## config.mk

```make
export PLATFORM = sky130hd
export DESIGN_NAME = wb_write_queue_flat
export DESIGN_NICKNAME = d
export VERILOG_FILES = /design/src/rtl/wb_write_queue_if.sv /design/src/rtl/wb_write_queue.sv /design/src/flat_wrapper.sv
export SDC_FILE = /design/constraint.sdc
export NUM_CORES = 1
export LEC_CHECK = 0
export ABC_AREA = 1
export BUFFER_PORTS_ARGS = -buffer_cell sky130_fd_sc_hd__buf_2
export CAP_MARGIN = 20
export CORE_MARGIN = 2
export CORE_UTILIZATION = 30
export CTS_CLUSTER_SIZE = 30
export DETAILED_ROUTE_END_ITERATION = 12
export REMOVE_ABC_BUFFERS = 1
export SYNTH_ARGS = -nofsm -noshare
export SYNTH_HDL_FRONTEND = slang
export SYNTH_SLANG_ARGS = --single-unit
```

## constraint.sdc

```tcl
create_clock -name clk -period 4 [get_ports clk]
set_clock_uncertainty 0.2 [all_clocks]
set_input_delay 0.8 -clock clk [delete_from_list [all_inputs] [get_ports clk]]
set_output_delay 0.8 -clock clk [all_outputs]
set_load 0.01 [all_outputs]
```

## src/rtl/wb_write_queue_if.sv

```systemverilog
// Producer-side write request bundle for the register-file write queue.
// Producer A is the WB stage, producer B the mult/div unit.
interface wb_write_queue_if;
    logic        a_valid;
    logic        a_ready;
    logic [4:0]  a_wn;
    logic [31:0] a_wd;
    logic        b_valid;
    logic        b_ready;
    logic [4:0]  b_wn;
    logic [31:0] b_wd;

    modport master (
        output a_valid, a_wn, a_wd,
        output b_valid, b_wn, b_wd,
        input  a_ready, b_ready
    );

    modport slave (
        input  a_valid, a_wn, a_wd,
        input  b_valid, b_wn, b_wd,
        output a_ready, b_ready
    );
endinterface

```

## src/rtl/wb_write_queue.sv

```systemverilog
// In-order write queue in front of the 32x32 register file's single write port,
// with youngest-match bypass for the two ID-stage read ports.
module wb_write_queue #(
    parameter int DEPTH = 4,
    parameter int AW    = 2
) (
    input  logic              clk,
    input  logic              rst,
    wb_write_queue_if.slave   wq,
    output logic              RegWrite,
    output logic [4:0]        WN,
    output logic [31:0]       WD,
    input  logic [4:0]        RN1,
    input  logic [4:0]        RN2,
    output logic              fwd1_hit,
    output logic [31:0]       fwd1_data,
    output logic              fwd2_hit,
    output logic [31:0]       fwd2_data,
    output logic [AW:0]       count
);

    localparam int CW = AW + 1;

    logic [AW-1:0] head;
    logic [AW-1:0] tail;
    logic [AW-1:0] b_slot;
    logic [4:0]    mem_wn [DEPTH];
    logic [31:0]   mem_wd [DEPTH];

    logic enq_a;
    logic enq_b;
    logic pop;

    // Ready is a function of registered occupancy only, so valid never loops back.
    assign wq.a_ready = count < CW'(DEPTH);
    assign wq.b_ready = count < CW'(DEPTH - 1);

    // Writes to r0 complete the handshake but never take a slot.
    assign enq_a  = wq.a_valid && wq.a_ready && (wq.a_wn != 5'd0);
    assign enq_b  = wq.b_valid && wq.b_ready && (wq.b_wn != 5'd0);
    assign b_slot = enq_a ? tail + AW'(1) : tail;
    assign pop    = count != '0;

    always_ff @(posedge clk) begin
        if (rst) begin
            head  <= '0;
            tail  <= '0;
            count <= '0;
        end else begin
            head  <= head + AW'(pop);
            tail  <= tail + AW'(enq_a) + AW'(enq_b);
            count <= count + CW'(enq_a) + CW'(enq_b) - CW'(pop);
        end
    end

    always_ff @(posedge clk) begin
        if (!rst && enq_a) begin
            mem_wn[tail] <= wq.a_wn;
            mem_wd[tail] <= wq.a_wd;
        end
        if (!rst && enq_b) begin
            mem_wn[b_slot] <= wq.b_wn;
            mem_wd[b_slot] <= wq.b_wd;
        end
    end

    // The register file always accepts, so the head drains every non-empty cycle.
    always_comb begin
        RegWrite = pop && !rst;
        WN       = '0;
        WD       = '0;
        if (RegWrite) begin
            WN = mem_wn[head];
            WD = mem_wd[head];
        end
    end

    // Walk oldest to youngest so the last match left standing is the youngest.
    always_comb begin
        logic [AW-1:0] idx;
        idx       = '0;
        fwd1_hit  = 1'b0;
        fwd1_data = '0;
        fwd2_hit  = 1'b0;
        fwd2_data = '0;
        for (int i = 0; i < DEPTH; i++) begin
            idx = head + AW'(i);
            if (CW'(i) < count) begin
                if (RN1 != 5'd0 && mem_wn[idx] == RN1) begin
                    fwd1_hit  = 1'b1;
                    fwd1_data = mem_wd[idx];
                end
                if (RN2 != 5'd0 && mem_wn[idx] == RN2) begin
                    fwd2_hit  = 1'b1;
                    fwd2_data = mem_wd[idx];
                end
            end
        end
    end

endmodule
```

## src/flat_wrapper.sv

```systemverilog
// flat-port wrapper written by rule: the top's interface ports become plain ports
module wb_write_queue_flat 
#(
    parameter int DEPTH = 4,
    parameter int AW    = 2
)
  (clk, rst, RegWrite, WN, WD, RN1, RN2, fwd1_hit, fwd1_data, fwd2_hit, fwd2_data, count, wq_a_valid, wq_a_wn, wq_a_wd, wq_b_valid, wq_b_wn, wq_b_wd, wq_a_ready, wq_b_ready);
  wb_write_queue_if wq_i ();
  input  logic clk;
  input  logic rst;
  output logic RegWrite;
  output logic [4:0] WN;
  output logic [31:0] WD;
  input  logic [4:0] RN1;
  input  logic [4:0] RN2;
  output logic fwd1_hit;
  output logic [31:0] fwd1_data;
  output logic fwd2_hit;
  output logic [31:0] fwd2_data;
  output logic [AW:0] count;
  input wire logic [$bits(wq_i.a_valid)-1:0] wq_a_valid;
  input wire logic [$bits(wq_i.a_wn)-1:0] wq_a_wn;
  input wire logic [$bits(wq_i.a_wd)-1:0] wq_a_wd;
  input wire logic [$bits(wq_i.b_valid)-1:0] wq_b_valid;
  input wire logic [$bits(wq_i.b_wn)-1:0] wq_b_wn;
  input wire logic [$bits(wq_i.b_wd)-1:0] wq_b_wd;
  output wire logic [$bits(wq_i.a_ready)-1:0] wq_a_ready;
  output wire logic [$bits(wq_i.b_ready)-1:0] wq_b_ready;
  assign wq_i.a_valid = wq_a_valid;
  assign wq_i.a_wn = wq_a_wn;
  assign wq_i.a_wd = wq_a_wd;
  assign wq_i.b_valid = wq_b_valid;
  assign wq_i.b_wn = wq_b_wn;
  assign wq_i.b_wd = wq_b_wd;
  assign wq_a_ready = wq_i.a_ready;
  assign wq_b_ready = wq_i.b_ready;
  wb_write_queue #(.DEPTH(DEPTH), .AW(AW)) u_core (.clk(clk), .rst(rst), .wq(wq_i), .RegWrite(RegWrite), .WN(WN), .WD(WD), .RN1(RN1), .RN2(RN2), .fwd1_hit(fwd1_hit), .fwd1_data(fwd1_data), .fwd2_hit(fwd2_hit), .fwd2_data(fwd2_data), .count(count));
endmodule
```

# Word-level counts from Yosys, hierarchy flattened
# Memories as Yosys holds them, arrays and structs flattened. A register that Yosys moved wholly into a read port is not among the register bits.
# Cells that the tools add are included.
classes:
  n_eq_ne: 8
  addsub: 10
  n_reduce_logical: 21
  magnitude_cmp: 6
  muxes: 41
ops:
  columns: ["operator", "n"]
  rows:
  - ["two-way mux 32 bit", 17]
  - ["== test 5 bit", 8]
  - ["two-way mux 1 bit", 20]
  - ["nonzero test 5 bit", 4]
  - ["logical AND 1 bit", 15]
  - ["adder 2 x 1 -> 2 bit", 3]
  - ["adder 3 x 1 -> 3 bit", 2]
  - ["< comparator 1 x 3 -> 1 bit, first input constant", 2]
  - ["< comparator 2 x 3 -> 1 bit, first input constant", 2]
  - ["two-way mux 2 bit", 3]
  - ["two-way mux 5 bit", 1]
  - ["adder 2 x 1 -> 2 bit, second input constant", 2]
  - ["adder 2 bit, second input constant", 2]
  - ["< comparator 3 x 2 -> 1 bit, second input constant", 1]
  - ["< comparator 3 bit, second input constant", 1]
  - ["nonzero test 3 bit", 1]
  - ["subtractor 3 x 1 -> 3 bit", 1]
  - ["zero test 1 bit", 1]
totals:
  ram_bits: 148
  wordCells: 91
  regBits: 7
  out_inout_bits: 109
  mem_count: 2
memory_table:
  columns: ["memory", "depth", "word_bits", "read_ports", "rd_ports_with_merged_regs", "wr", "line", "source"]
  rows:
  - ["u_core.mem_wd", 4, 32, 4, 1, 2, "wb_write_queue.sv:28", "logic [31:0] mem_wd [DEPTH];"]
  - ["u_core.mem_wn", 4, 5, 4, 1, 2, "wb_write_queue.sv:27", "logic [4:0] mem_wn [DEPTH];"]

# Longest topological paths before layout
# Gate-level depths: netlist of run 1.
depth:
  depth_word: 10
  depth_mapped: 17
  ltp_nobuf: 14

# Worst setup path before layout of run 1
# OpenSTA, ideal clock, no wires.
synth_path:
  kind: "input -> register"
  start: "input wq_a_wn[3]"
  end: "memory u_core.mem_wd[0][0] (enable)"
  arrival_ns: 2.416
  stages: 8
  t_required_ns: 3.289
  path_slack_ns: 0.874
  path_cell_list: "nor3_1 > nand2_1 > nand2_1 > xor2_1 > inv_1 > nand2_1 > clkbuf_1 > nand2_1"
synth_lines:
  columns: ["item", "line", "source"]
  rows:
  - ["from (decl)", "flat_wrapper.sv:22", "input wire logic [$bits(wq_i.a_wn)-1:0] wq_a_wn;"]
  - ["to (decl)", "wb_write_queue.sv:28", null]

# Worst setup path in the final report of run 1
layout_path:
  start: "register u_core.head[0]"
  end: "output fwd2_data[2]"
layout_via:
  elab_chain_cells: 10
layout_lines:
  columns: ["item", "line", "source"]
  rows:
  - ["from (decl)", "wb_write_queue.sv:24", "logic [AW-1:0] head;"]
  - ["from (signal assigned)", "wb_write_queue.sv:50", "head <= head + AW'(pop);"]
  - ["adder 2 x 1 -> 2 bit", "wb_write_queue.sv:87", "idx = head + AW'(i);"]
  - ["memory read (4 x 5 bit)", null, null]
  - ["== test 5 bit", "wb_write_queue.sv:93", "if (RN2 != 5'd0 && mem_wn[idx] == RN2) begin"]
  - ["logical AND 1 bit", "wb_write_queue.sv:93", null]
  - ["two-way mux 32 bit", "wb_write_queue.sv:93", null]
  - ["two-way mux 32 bit", "wb_write_queue.sv:88", "if (CW'(i) < count) begin"]
  - ["two-way mux 32 bit", "wb_write_queue.sv:93", null]
  - ["two-way mux 32 bit", "wb_write_queue.sv:88", null]
  - ["two-way mux 32 bit", "wb_write_queue.sv:93", null]
  - ["two-way mux 32 bit (*)", "wb_write_queue.sv:88", null]
  - ["to (decl)", "flat_wrapper.sv:19", "output logic [31:0] fwd2_data;"]
# Every way passes the cells marked *; elsewhere a longest branch is shown, timed or not.

==> results of run 1 <==
## power breakdown
part	total, mW	internal (mW)	switching [mW]
clock	1.76	1.05	0.710
combinational	7.02	1.97	5.05
sequential	2.33	2.18	0.151
total	11.1	5.20	5.91
## worst min-delay path, cell delays in order (launching register included)
cell                      delay, ps
sky130_fd_sc_hd__dfxtp_1        370
sky130_fd_sc_hd__xnor2_1        150
sky130_fd_sc_hd__nor2_1          50
## per-stage QoR
step | power [mW] | cells | hold WS (ps)
global route | 12.0 | 3023 | 435
floorplan | 6.69 | 2132 | 338
finish | 11.1 | 3024 | 416
CTS | 11.0 | 3014 | 409
detailed placement | 9.22 | 2982 | 400
global placement | 9.14 | 2982 | 369
## layout by cell type, fill, tap and decap left out, types with 2 or more instances in the layout
| cell type | n |
|---|---|
| sky130_fd_sc_hd__bufinv_16 | 4 |
| sky130_fd_sc_hd__clkbuf_16 | 19 |
| sky130_fd_sc_hd__buf_12 | 15 |
| sky130_fd_sc_hd__buf_2 | 196 |
| sky130_fd_sc_hd__nand4_1 | 65 |
| sky130_fd_sc_hd__clkinv_4 | 2 |
| sky130_fd_sc_hd__nand2_1 | 826 |
| sky130_fd_sc_hd__inv_6 | 4 |
| sky130_fd_sc_hd__clkinvlp_4 | 3 |
| sky130_fd_sc_hd__dfxtp_4 | 2 |
| sky130_fd_sc_hd__nand3_4 | 2 |
| sky130_fd_sc_hd__inv_1 | 217 |
| sky130_fd_sc_hd__fa_1 | 3 |
| sky130_fd_sc_hd__o21ai_1 | 58 |
| sky130_fd_sc_hd__buf_6 | 5 |
| sky130_fd_sc_hd__buf_4 | 37 |
| sky130_fd_sc_hd__mux2i_1 | 2 |
| sky130_fd_sc_hd__nand2_2 | 7 |
| sky130_fd_sc_hd__nor3_1 | 2 |
| sky130_fd_sc_hd__clkbuf_1 | 2 |
| sky130_fd_sc_hd__nor2_1 | 271 |
| sky130_fd_sc_hd__nand2_4 | 6 |
| sky130_fd_sc_hd__dfxtp_1 | 5 |
| sky130_fd_sc_hd__nand3b_1 | 2 |
| sky130_fd_sc_hd__xor2_1 | 12 |
| sky130_fd_sc_hd__a21oi_1 | 5 |
| sky130_fd_sc_hd__nand3_2 | 4 |
| sky130_fd_sc_hd__ha_1 | 8 |
| sky130_fd_sc_hd__o21ai_2 | 5 |
| sky130_fd_sc_hd__nand3_1 | 119 |
| sky130_fd_sc_hd__xnor2_1 | 2 |
| sky130_fd_sc_hd__o21ai_0 | 349 |
| sky130_fd_sc_hd__edfxtp_1 | 148 |
| sky130_fd_sc_hd__diode_2 | 4 |
| sky130_fd_sc_hd__nor2_4 | 8 |
## area by class of cell
class                      instances  share of cell area [%]
antenna                            4                  0.0613
clock buffer                      19                    2.65
clock inverter                    13                    1.16
inverter                         219                    5.08
multi-input combinational       1759                    48.1
sequential                       155                    28.1
tap                              600                    4.60
timing repair buffer             255                    10.2
## state kept, by name (all words and copies together), names as in the netlist
register	flops
u_core.count	3
u_core.head	2
u_core.mem_wd	128
u_core.mem_wn	20
u_core.tail	2
## cells by family after synthesis
| family | after synthesis |
|---|---|
| buffers and inverters | 379 |
| AOI/OAI and AO/OA | 417 |
| and+or+nand+nor | 1314 |
| DFF | 155 |
| adders and majority gates | 11 |
| muxes | 2 |
| xor gates and xnor gates | 14 |
## metal layers
metal	track usage [%]	share of wire [%]	up-vias
met2	36.9	48	674
met4	9.08	3.2	2
li1	-	-	7602
met3	2.55	6.8	101
met5	0	0.018	-
met1	27.5	42	7070
## final timing paths
path                                     start              endpoint  slack [ps]  cells past startpoint
worst max-delay path            u_core.head[0]          fwd2_data[2]         190                     13
worst max register to register  u_core.tail[0]  u_core.mem_wd[3][19]        1100                      9
worst min-delay path            u_core.tail[1]        u_core.tail[1]         420                      2
worst min register to register  u_core.tail[1]        u_core.tail[1]         420                      2
## repair_timing
action | 4_1_cts | 5_1_grt
buffers inserted | 0 | 2
resized for setup | 0 | 9
endpoints found under the setup margin | 0 | 65
==> metrics.txt, run 1 <==
result of the run=finished, final reports clean; total power per unit cell area=680 nW/µm²; Core ar.=45500 µm²; quantity of hold-fixing buffers added after cts=0; xor/xnor cell area share of the yosys netlist=0.883%; share of cells above drive strength 1=13.3%; crit-path most repeated cell=sky130_fd_sc_hd__nand2_1; max_cap viols=0; final setup slack of the worst path=186 ps; Achievable Freq=0.262 GHz; count of flip-flops with a built-in enable after synthesis=148; number of setup violations in the final report=0; post-synthesis share of cell area spent on and, or, nand and nor gates=38.2%; crit path cell chain=inv_6, nand2_2, nand2_4, o21ai_2, xor2_1, nand4_1, nor2_4, buf_12, clkbuf_16, nor2_1, nand2_1, nand2_1, buf_2; WP data required=3000 ps; synth top area cells=sky130_fd_sc_hd__edfxtp_1, sky130_fd_sc_hd__nand2_1, sky130_fd_sc_hd__o21ai_0; hpwl dp=36700 µm; number of nets in the finished design=2506; count leader, synth=sky130_fd_sc_hd__nand2_1; WL per Instance=17.9 µm; Die Height=219 µm; adder-cell area share of the yosys netlist=1.15%; average cell area after synthesis=6.06 µm²; most frequent cells after synthesis=sky130_fd_sc_hd__nand2_1, sky130_fd_sc_hd__o21ai_0, sky130_fd_sc_hd__nor2_1; number of design-rule violations left by the first detailed-router iteration=1451; DIE AREA=48000 µm²; worst stage delay on the critical path=430 ps; area share of the largest cell type after synthesis=32.0%; final total negative setup slack=0 ps; period utilisation layout=95.4%; leakage dissipation=7.90 nW; Placed Instance Area=15600 µm²; total gr overflow=0; post-route cell area=16300 µm²; Mapped Cells=2292; total global-route track usage=21.6%; maximum VDD drop=400 µV; global-route wire length before repair=78600 µm; Setup WS pre-CTS=461 ps; clock slew at the register clock pins of the worst setup and hold paths=60 ps; fraction of synthesized area in multiplexers=0.144%; Max-Slew Margin vs Limit=46.7%; Synth Area in Compound Gates=15.1%; family with the most delay on the worst path=simple AND/OR/NAND/NOR gates; number of filler cells placed in the layout=4937; number of I/O port buffers=196; Routed Antenna Nets=0; total number of clock tree sinks=155; master of the slowest instance on the critical path=sky130_fd_sc_hd__dfxtp_4; fraction of the core area covered by cells at the end of the flow=35.9%; final routed DRC violation total=0; count of endpoints failing hold in the final timing report=0; clock tree from TritonCTS=done; Register Area=4590 µm²; starting density of the core=30.5%; routability congestion estimate=0.913; Top Ports=197; CP Max Fanout=28; wirelength, routed=54100 µm; overall die width=219 µm; clock latency on the worst-skew pair=440 ps; Final Critical Period=3810 ps; number of detailed-routing iterations run before antenna repair=8; sequential-to-total area share from yosys stat=33.0%; number of buffers added by the clock tree synthesis step=17; number of placement rows=78; largest family of logic cells by synthesized area=simple AND/OR/NAND/NOR gates; number of vias after detailed routing=15449; antenna violations before repair=5; root buffer cell=sky130_fd_sc_hd__clkbuf_16; pin count of the biggest net entering global routing=146; Buf/Inv on CP=4; post-synthesis cell type with the largest combined area=sky130_fd_sc_hd__edfxtp_1; number of global-route vias before repair=13939; post-synthesis instance area=13900 µm²; number of distinct library cells after synthesis=30; class of the most critical setup path=register to output pin; area of the multi-input gates=7860 µm²; Warnings, synthesis=0; buffers from clock root to sink, at most=2; most used flip-flop cell after synthesis=sky130_fd_sc_hd__edfxtp_1; setup repair after global routing missed its margin=no; Pins Over Slew Limit=0; Area Overhead vs Synth=17.7%; register bit count reported by yosys=155; Min-Delay Path Class=register to register; endpoint class of the critical path=output pin; worst-margin pin slew=800 ps; maximum level of the CTS H-tree=4; kind of start point of the critical path=register; via-per-instance ratio=5.11; arrival time at the worst endpoint=2810 ps; proportion of register bits with asynchronous set or reset after synthesis=0%
Power figures use the tool's default switching activity.
==> inputs of run 2 (changes only) <==
--- a/config.mk
+++ b/config.mk
@@ -5,7 +5,6 @@
 export SDC_FILE = /design/constraint.sdc
 export NUM_CORES = 1
 export LEC_CHECK = 0
-export ABC_AREA = 1
 export BUFFER_PORTS_ARGS = -buffer_cell sky130_fd_sc_hd__buf_2
 export CAP_MARGIN = 20
 export CORE_MARGIN = 2
==> run 2 against run 1 <==
The run now ends with setup timing left; setup slack got worse by 500 ps; cell area increased by 8.8%; sequential power about the same; die area decreased by 5.1%; total power increased by 1.3%; final cell count decreased by 28%; sequential share of layout area decreased by 2.3 points; maximum frequency decreased by 12%; critical path depth decreased by 1; combinational power increased by 3.7%; worst hold slack got worse by 5.7 ps; clock power decreased by 5%; largest cell class unchanged.
==> metrics.txt, run 2 <==
quantity of hold-fixing buffers added after cts=0; register bit count reported by yosys=155; DIE AREA=45600 µm²; most frequent cells after synthesis=sky130_fd_sc_hd__mux2_2, sky130_fd_sc_hd__edfxtp_1, sky130_fd_sc_hd__nand2_1; number of flip-flops in the largest register=128; count of flip-flops with a built-in enable after synthesis=148; share of cells above drive strength 1=45.2%; count of endpoints failing hold in the final timing report=0; number of vias after detailed routing=12257; sequential-to-total area share from yosys stat=34.8%; endpoint class of the critical path=output pin; clock slew at the register clock pins of the worst setup and hold paths=70 ps; most common cell after layout, fill and taps aside=sky130_fd_sc_hd__mux2_2; number of global-route vias before repair=12216; buffers from clock root to sink, at most=2; setup repair after global routing missed its margin=yes; wirelength, routed=51000 µm; Routed Antenna Nets=0; most used flip-flop cell after synthesis=sky130_fd_sc_hd__edfxtp_1; family with the most delay on the worst path=buffers and inverters; number of filler cells placed in the layout=4192; average cell area after synthesis=9.74 µm²; number of detailed-routing iterations run before antenna repair=5; violated checks=setup timing; maximum VDD drop=426 µV; class of the most critical setup path=register to output pin; Hold Worst Slack=410 ps; proportion of register bits with asynchronous set or reset after synthesis=0%; hpwl dp=33200 µm; Buf/Inv on CP=6; worst stage delay on the critical path=520 ps; Area Overhead vs Synth=35.0%; Achievable Freq=0.232 GHz; Core ar.=43200 µm²; WL per Instance=23.3 µm; routability congestion estimate=0.896; total gr overflow=0; Setup WS pre-CTS=-84.4 ps; via-per-instance ratio=5.61; Final Critical Period=4310 ps; r2r startpoint=u_core.tail[0]; number of buffers added by the clock tree synthesis step=17; total global-route track usage=22.2%; global-route wire length before repair=75100 µm; max_cap viols=0; number of cells in the design after placement=2098; arrival time at the worst endpoint=3310 ps; number of I/O port buffers=196; total number of clock tree sinks=155; startpoint of the most critical hold path=u_core.tail[1]; most frequent cells in the layout=sky130_fd_sc_hd__mux2_2, sky130_fd_sc_hd__buf_2, sky130_fd_sc_hd__edfxtp_1, sky130_fd_sc_hd__nand2_1, sky130_fd_sc_hd__mux2i_1; registers with the most flip-flops=u_core.mem_wd x128, u_core.mem_wn x20, u_core.count x3; kind of start point of the critical path=register; root buffer cell=sky130_fd_sc_hd__clkbuf_16; leakage dissipation=6.59 nW; number of placement rows=76; final total negative setup slack=-14010 ps; worst-margin pin slew=758 ps; overall die width=213 µm; crit path cell chain=buf_12, buf_6, mux4_2, xor2_2, nor4_4, buf_4, a211oi_4, buf_4, buf_16, a221o_1, a22o_1, buf_2; final routed DRC violation total=0; Warnings, synthesis=0; CP Max Fanout=10; number of setup violations in the final report=65; post-synthesis cell type with the largest combined area=sky130_fd_sc_hd__edfxtp_1; final setup slack of the worst path=-311 ps; starting density of the core=30.5%; Top Ports=197; Die Height=213 µm; count leader, synth=sky130_fd_sc_hd__mux2_2; clock latency on the worst-skew pair=460 ps; launching element of the worst setup path=u_core.head[0]; area share of the largest cell type after synthesis=33.8%; Mapped Cells=1352; number of nets in the finished design=1683; register name with the most flops=u_core.mem_wd; total power per unit cell area=634 nW/µm²; antenna violations before repair=5; number of design-rule violations left by the first detailed-router iteration=1176; clock tree from TritonCTS=done; post-synthesis instance area=13200 µm²; pin count of the biggest net entering global routing=116; result of the run=complete, but fails checks; period utilisation layout=108%; WP data required=3000 ps; post-layout instance count excluding filler cells=2183; Min-Delay Path Class=register to register; crit-path most repeated cell=sky130_fd_sc_hd__buf_4; maximum level of the CTS H-tree=4; Pins Over Slew Limit=0; Max-Slew Margin vs Limit=49.4%; master of the slowest instance on the critical path=sky130_fd_sc_hd__mux4_2; number of distinct library cells after synthesis=54; synth top area cells=sky130_fd_sc_hd__edfxtp_1, sky130_fd_sc_hd__mux2_2, sky130_fd_sc_hd__mux2i_1
==> run 2: cell type report <==
| class | instances | area [µm²] | area share, % |
|---|---|---|---|
| multi-input cells | 1028 | 8900 | 50.1 |
| flip-flops and latches | 155 | 4590 | 25.9 |
| repair buffers | 338 | 2790 | 15.7 |
| well taps | 585 | 732 | 4.12 |
| clock buffers | 18 | 429 | 2.42 |
| inverters | 44 | 168 | 0.944 |
| clock inverters | 13 | 153 | 0.859 |
| diodes | 2 | 5.00 | 0.0282 |
==> run 2: repair_timing <==
action	CTS	global route
gates resized for setup	126	72
setup endpoints to repair	66	66
pin swaps	76	43
setup buffers	37	11
cloned	9	2
==> run 2: cell families (layout without fill, tap and decap cells) <==
group,Yosys count,in the layout,synth area share [%]
AO/OA/AOI/OAI,253,254,13.6
XOR/XNOR,41,41,2.73
adder cells (fa/ha/maj),11,11,1.22
buffers and inverters,170,413,5.40
flip-flops,155,155,34.8
multiplexers,312,312,27.6
other,0,2,0
AND/OR/NAND/NOR,410,410,14.6
==> run 2: path summary, 6_finish.rpt <==
kind                            slack (ps)  cells past startpoint                  end
worst min-delay path                   410                      2       u_core.tail[1]
worst min register to register         410                      2       u_core.tail[1]
worst max register to register        1220                      7  u_core.mem_wn[1][1]
worst max-delay path                  -310                     12         fwd1_data[8]
==> run 2: routing by layer <==
layer	global-route usage (%)	share of wire, %
met4	8.24	2.8
met2	37.0	48
met5	0	0.063
met1	28.8	42
met3	4.03	7.3
==> run 2: per-stage QoR <==
stage	utilization (%)	total power [mW]	instance area (µm²)
after floorplan	-	6.30	12600
after global placement	35.9	8.30	15500
after detailed placement	35.9	8.40	15500
after CTS	40.2	11.0	17400
after global routing	41.1	11.9	17800
final	41.1	11.3	17800
==> run 2: worst reg2reg max path, stage by stage, from the launching register on <==
cell and delay (ps):
sky130_fd_sc_hd__dfxtp_1 550, sky130_fd_sc_hd__inv_1 160, sky130_fd_sc_hd__ha_1 370, sky130_fd_sc_hd__nor3_1 190, sky130_fd_sc_hd__a31oi_1 70, sky130_fd_sc_hd__nor3_2 230, sky130_fd_sc_hd__buf_4 360, sky130_fd_sc_hd__mux2_2 390
==> run 2: power by group <==
group	internal [mW]	total [mW]	switching, mW
sequential	2.14	2.30	0.166
clock	0.970	1.68	0.705
combinational	2.96	7.28	4.31
==> inputs of run 3 (changes only) <==
--- a/config.mk
+++ b/config.mk
@@ -11,6 +11,7 @@
 export CORE_UTILIZATION = 30
 export CTS_CLUSTER_SIZE = 30
 export DETAILED_ROUTE_END_ITERATION = 12
+export MAX_ROUTING_LAYER = met4
 export REMOVE_ABC_BUFFERS = 1
 export SYNTH_ARGS = -nofsm -noshare
 export SYNTH_HDL_FRONTEND = slang
==> run 3 against run 2 <==
The flow still finishes with violations (setup timing); wire length grew 0.39%; sequential share of layout area shrank 0.51 points; clock power shrank 6%; die area is the same; final cell count grew 1.6%; register-to-register slack lost 60 ps; combinational power shrank 1%; count of clock-buffer cells in the layout grew 4; sequential power is essentially flat; critical endpoint is now fwd1_data[2].
==> metrics.txt, run 3 (same netlist as run 2, synthesis figures left out) <==
result of the run=complete, but fails checks; violated checks=setup timing; final setup slack of the worst path=-277 ps; period utilisation layout=107%; antenna violations before repair=4; Buf/Inv on CP=5; clock tree from TritonCTS=done; hpwl dp=33000 µm; clock latency on the worst-skew pair=440 ps; power share of the combinational group=64.9%; setup slack on the worst flop-to-flop path=1160 ps; most common cell after layout, fill and taps aside=sky130_fd_sc_hd__mux2_2; worst-margin pin slew=718 ps; endpoint class of the critical path=output pin; quantity of hold-fixing buffers added after cts=0; total power per unit cell area=612 nW/µm²; buffers from clock root to sink, at most=2; WL per Instance=23.1 µm; Clock power frac=14.3%; Net Sw Frac=45.5%; crit-path most repeated cell=sky130_fd_sc_hd__buf_4; CP Max Fanout=10; Final Critical Period=4280 ps; Routed Antenna Nets=0; number of filler cells placed in the layout=4163; maximum level of the CTS H-tree=4; number of flip-flops in the largest register=128; Die Height=213 µm; wirelength, routed=51200 µm; total global-route track usage=22.7%; family with the most delay on the worst path=buffers and inverters; overall die width=213 µm; number of placement rows=76; routability congestion estimate=0.875; leakage dissipation=6.84 nW; root buffer cell=sky130_fd_sc_hd__clkbuf_16; Max-Slew Margin vs Limit=51.6%; global-route wire length before repair=74600 µm; arrival time at the worst endpoint=3280 ps; number of buffers added by the clock tree synthesis step=17; kind of start point of the critical path=register; master of the slowest instance on the critical path=sky130_fd_sc_hd__mux4_2; max_cap viols=0; number of vias after detailed routing=12219; pin count of the biggest net entering global routing=91; setup repair after global routing missed its margin=yes; Achievable Freq=0.234 GHz; number of nets in the finished design=1715; Top Ports=197; final routed DRC violation total=0; cell internal pwr=6.05 mW; worst stage delay on the critical path=540 ps; Placed Instance Area=15600 µm²; number of I/O port buffers=196; maximum VDD drop=456 µV; total gr overflow=0; total number of clock tree sinks=155; starting density of the core=30.5%; WP data required=3000 ps; most frequent cells in the layout=sky130_fd_sc_hd__mux2_2, sky130_fd_sc_hd__buf_2, sky130_fd_sc_hd__edfxtp_1, sky130_fd_sc_hd__nand2_1, sky130_fd_sc_hd__buf_4; Pins Over Slew Limit=0; final total negative setup slack=-10630 ps; registers with the most flip-flops=u_core.mem_wd x128, u_core.mem_wn x20, u_core.count x3; DIE AREA=45600 µm²; Min-Delay Path Class=register to register; crit path cell chain=buf_6, mux4_2, xor2_2, nor4_2, buf_4, a211oi_4, buf_4, buf_16, a221o_1, a22o_1, buf_2; Reg power frac=20.8%; number of detailed-routing iterations run before antenna repair=6; share of cells above drive strength 1=46.0%; number of global-route vias before repair=12197; via-per-instance ratio=5.51; number of design-rule violations left by the first detailed-router iteration=1034; Core ar.=43200 µm²; number of setup violations in the final report=66; count of endpoints failing hold in the final timing report=0; class of the most critical setup path=register to output pin; post-route cell area=18100 µm²; clock slew at the register clock pins of the worst setup and hold paths=60 ps; Area Overhead vs Synth=37.7%; register name with the most flops=u_core.mem_wd; Net Switching=5.04 mW
## run 3: cell count changes in the layout (fill, tap and decap cells not counted), sizes merged
cell,delta
buf,+31
clkbuf,+7
clkinvlp,-2
diode,+2
bufbuf,-1
bufinv,-1
o22ai,-1
## run 3: timing repair
action / CTS / global route
pin swaps: 49 / 49
buffers inserted: 43 / 25
endpoints found under the setup margin: 66 / 66
gates cloned: 11 / 6
gates resized for setup: 128 / 93
## run 3: metal layers
layer | track usage, % | routed length [µm] | part of all wire, %
met5 | - | 0 | 0
met4 | 6.01 | 881 | 1.7
met3 | 3.68 | 3480 | 6.8
met2 | 37.3 | 24900 | 49
met1 | 29.1 | 21900 | 43
## run 3: power groups by stage
stage | registers (mW) | clock network, mW | logic, mW
final | 2.30 | 1.58 | 7.20
after global routing | 2.33 | 1.68 | 7.72
after CTS | 2.29 | 1.61 | 6.69
after floorplan | 2.62 | 0 | 3.69
after detailed placement | 2.36 | 0 | 6.02
after global placement | 2.34 | 0 | 5.94
## run 3: layout make-up
cell class | count | area (µm²) | share of cell area (%)
Clock buffer | 22 | 444 | 2.45
Sequential cell | 155 | 4590 | 25.3
Inverter | 44 | 168 | 0.925
Tap cell | 585 | 732 | 4.04
Timing Repair Buffer | 371 | 3230 | 17.8
Antenna cell | 4 | 10.0 | 0.0552
Clock inverter | 10 | 105 | 0.580
Multi-Input combinational cell | 1027 | 8840 | 48.8
## run 3: final timing paths
| check | from | end | depth (start not counted) |
|---|---|---|---|
| worst max-delay path | u_core.head[0] | fwd1_data[2] | 11 |
| worst min-delay path | u_core.tail[1] | u_core.tail[1] | 2 |
| worst max register to register | u_core.tail[0] | u_core.mem_wd[1][27] | 7 |
| worst min register to register | u_core.tail[1] | u_core.tail[1] | 2 |
## run 3: worst register-to-register path, delay by kind of cell (launching register included)
kind | cells | cell delay (ps)
DFF | 1 | 560
buffers and inverters | 2 | 530
and+or+nand+nor | 2 | 450
muxes | 1 | 410
adders and majority gates | 1 | 370
AOI/OAI and AO/OA | 1 | 80
## run 3: through the flow
step / hold slack, ps / cells / util, % / setup slack [ps] / power (mW)
6_report: 400 / 2218 / 42.0 / -277 / 11.1
5_1_grt: 441 / 2218 / 42.0 / -395 / 11.7
4_1_cts: 401 / 2190 / 40.1 / -274 / 10.6
3_5_place_dp: 392 / 2105 / 36.0 / 20.0 / 8.37
3_3_place_gp: 395 / 2105 / 36.0 / 12.4 / 8.28
2_1_floorplan: 350 / 1226 / - / -6100 / 6.30
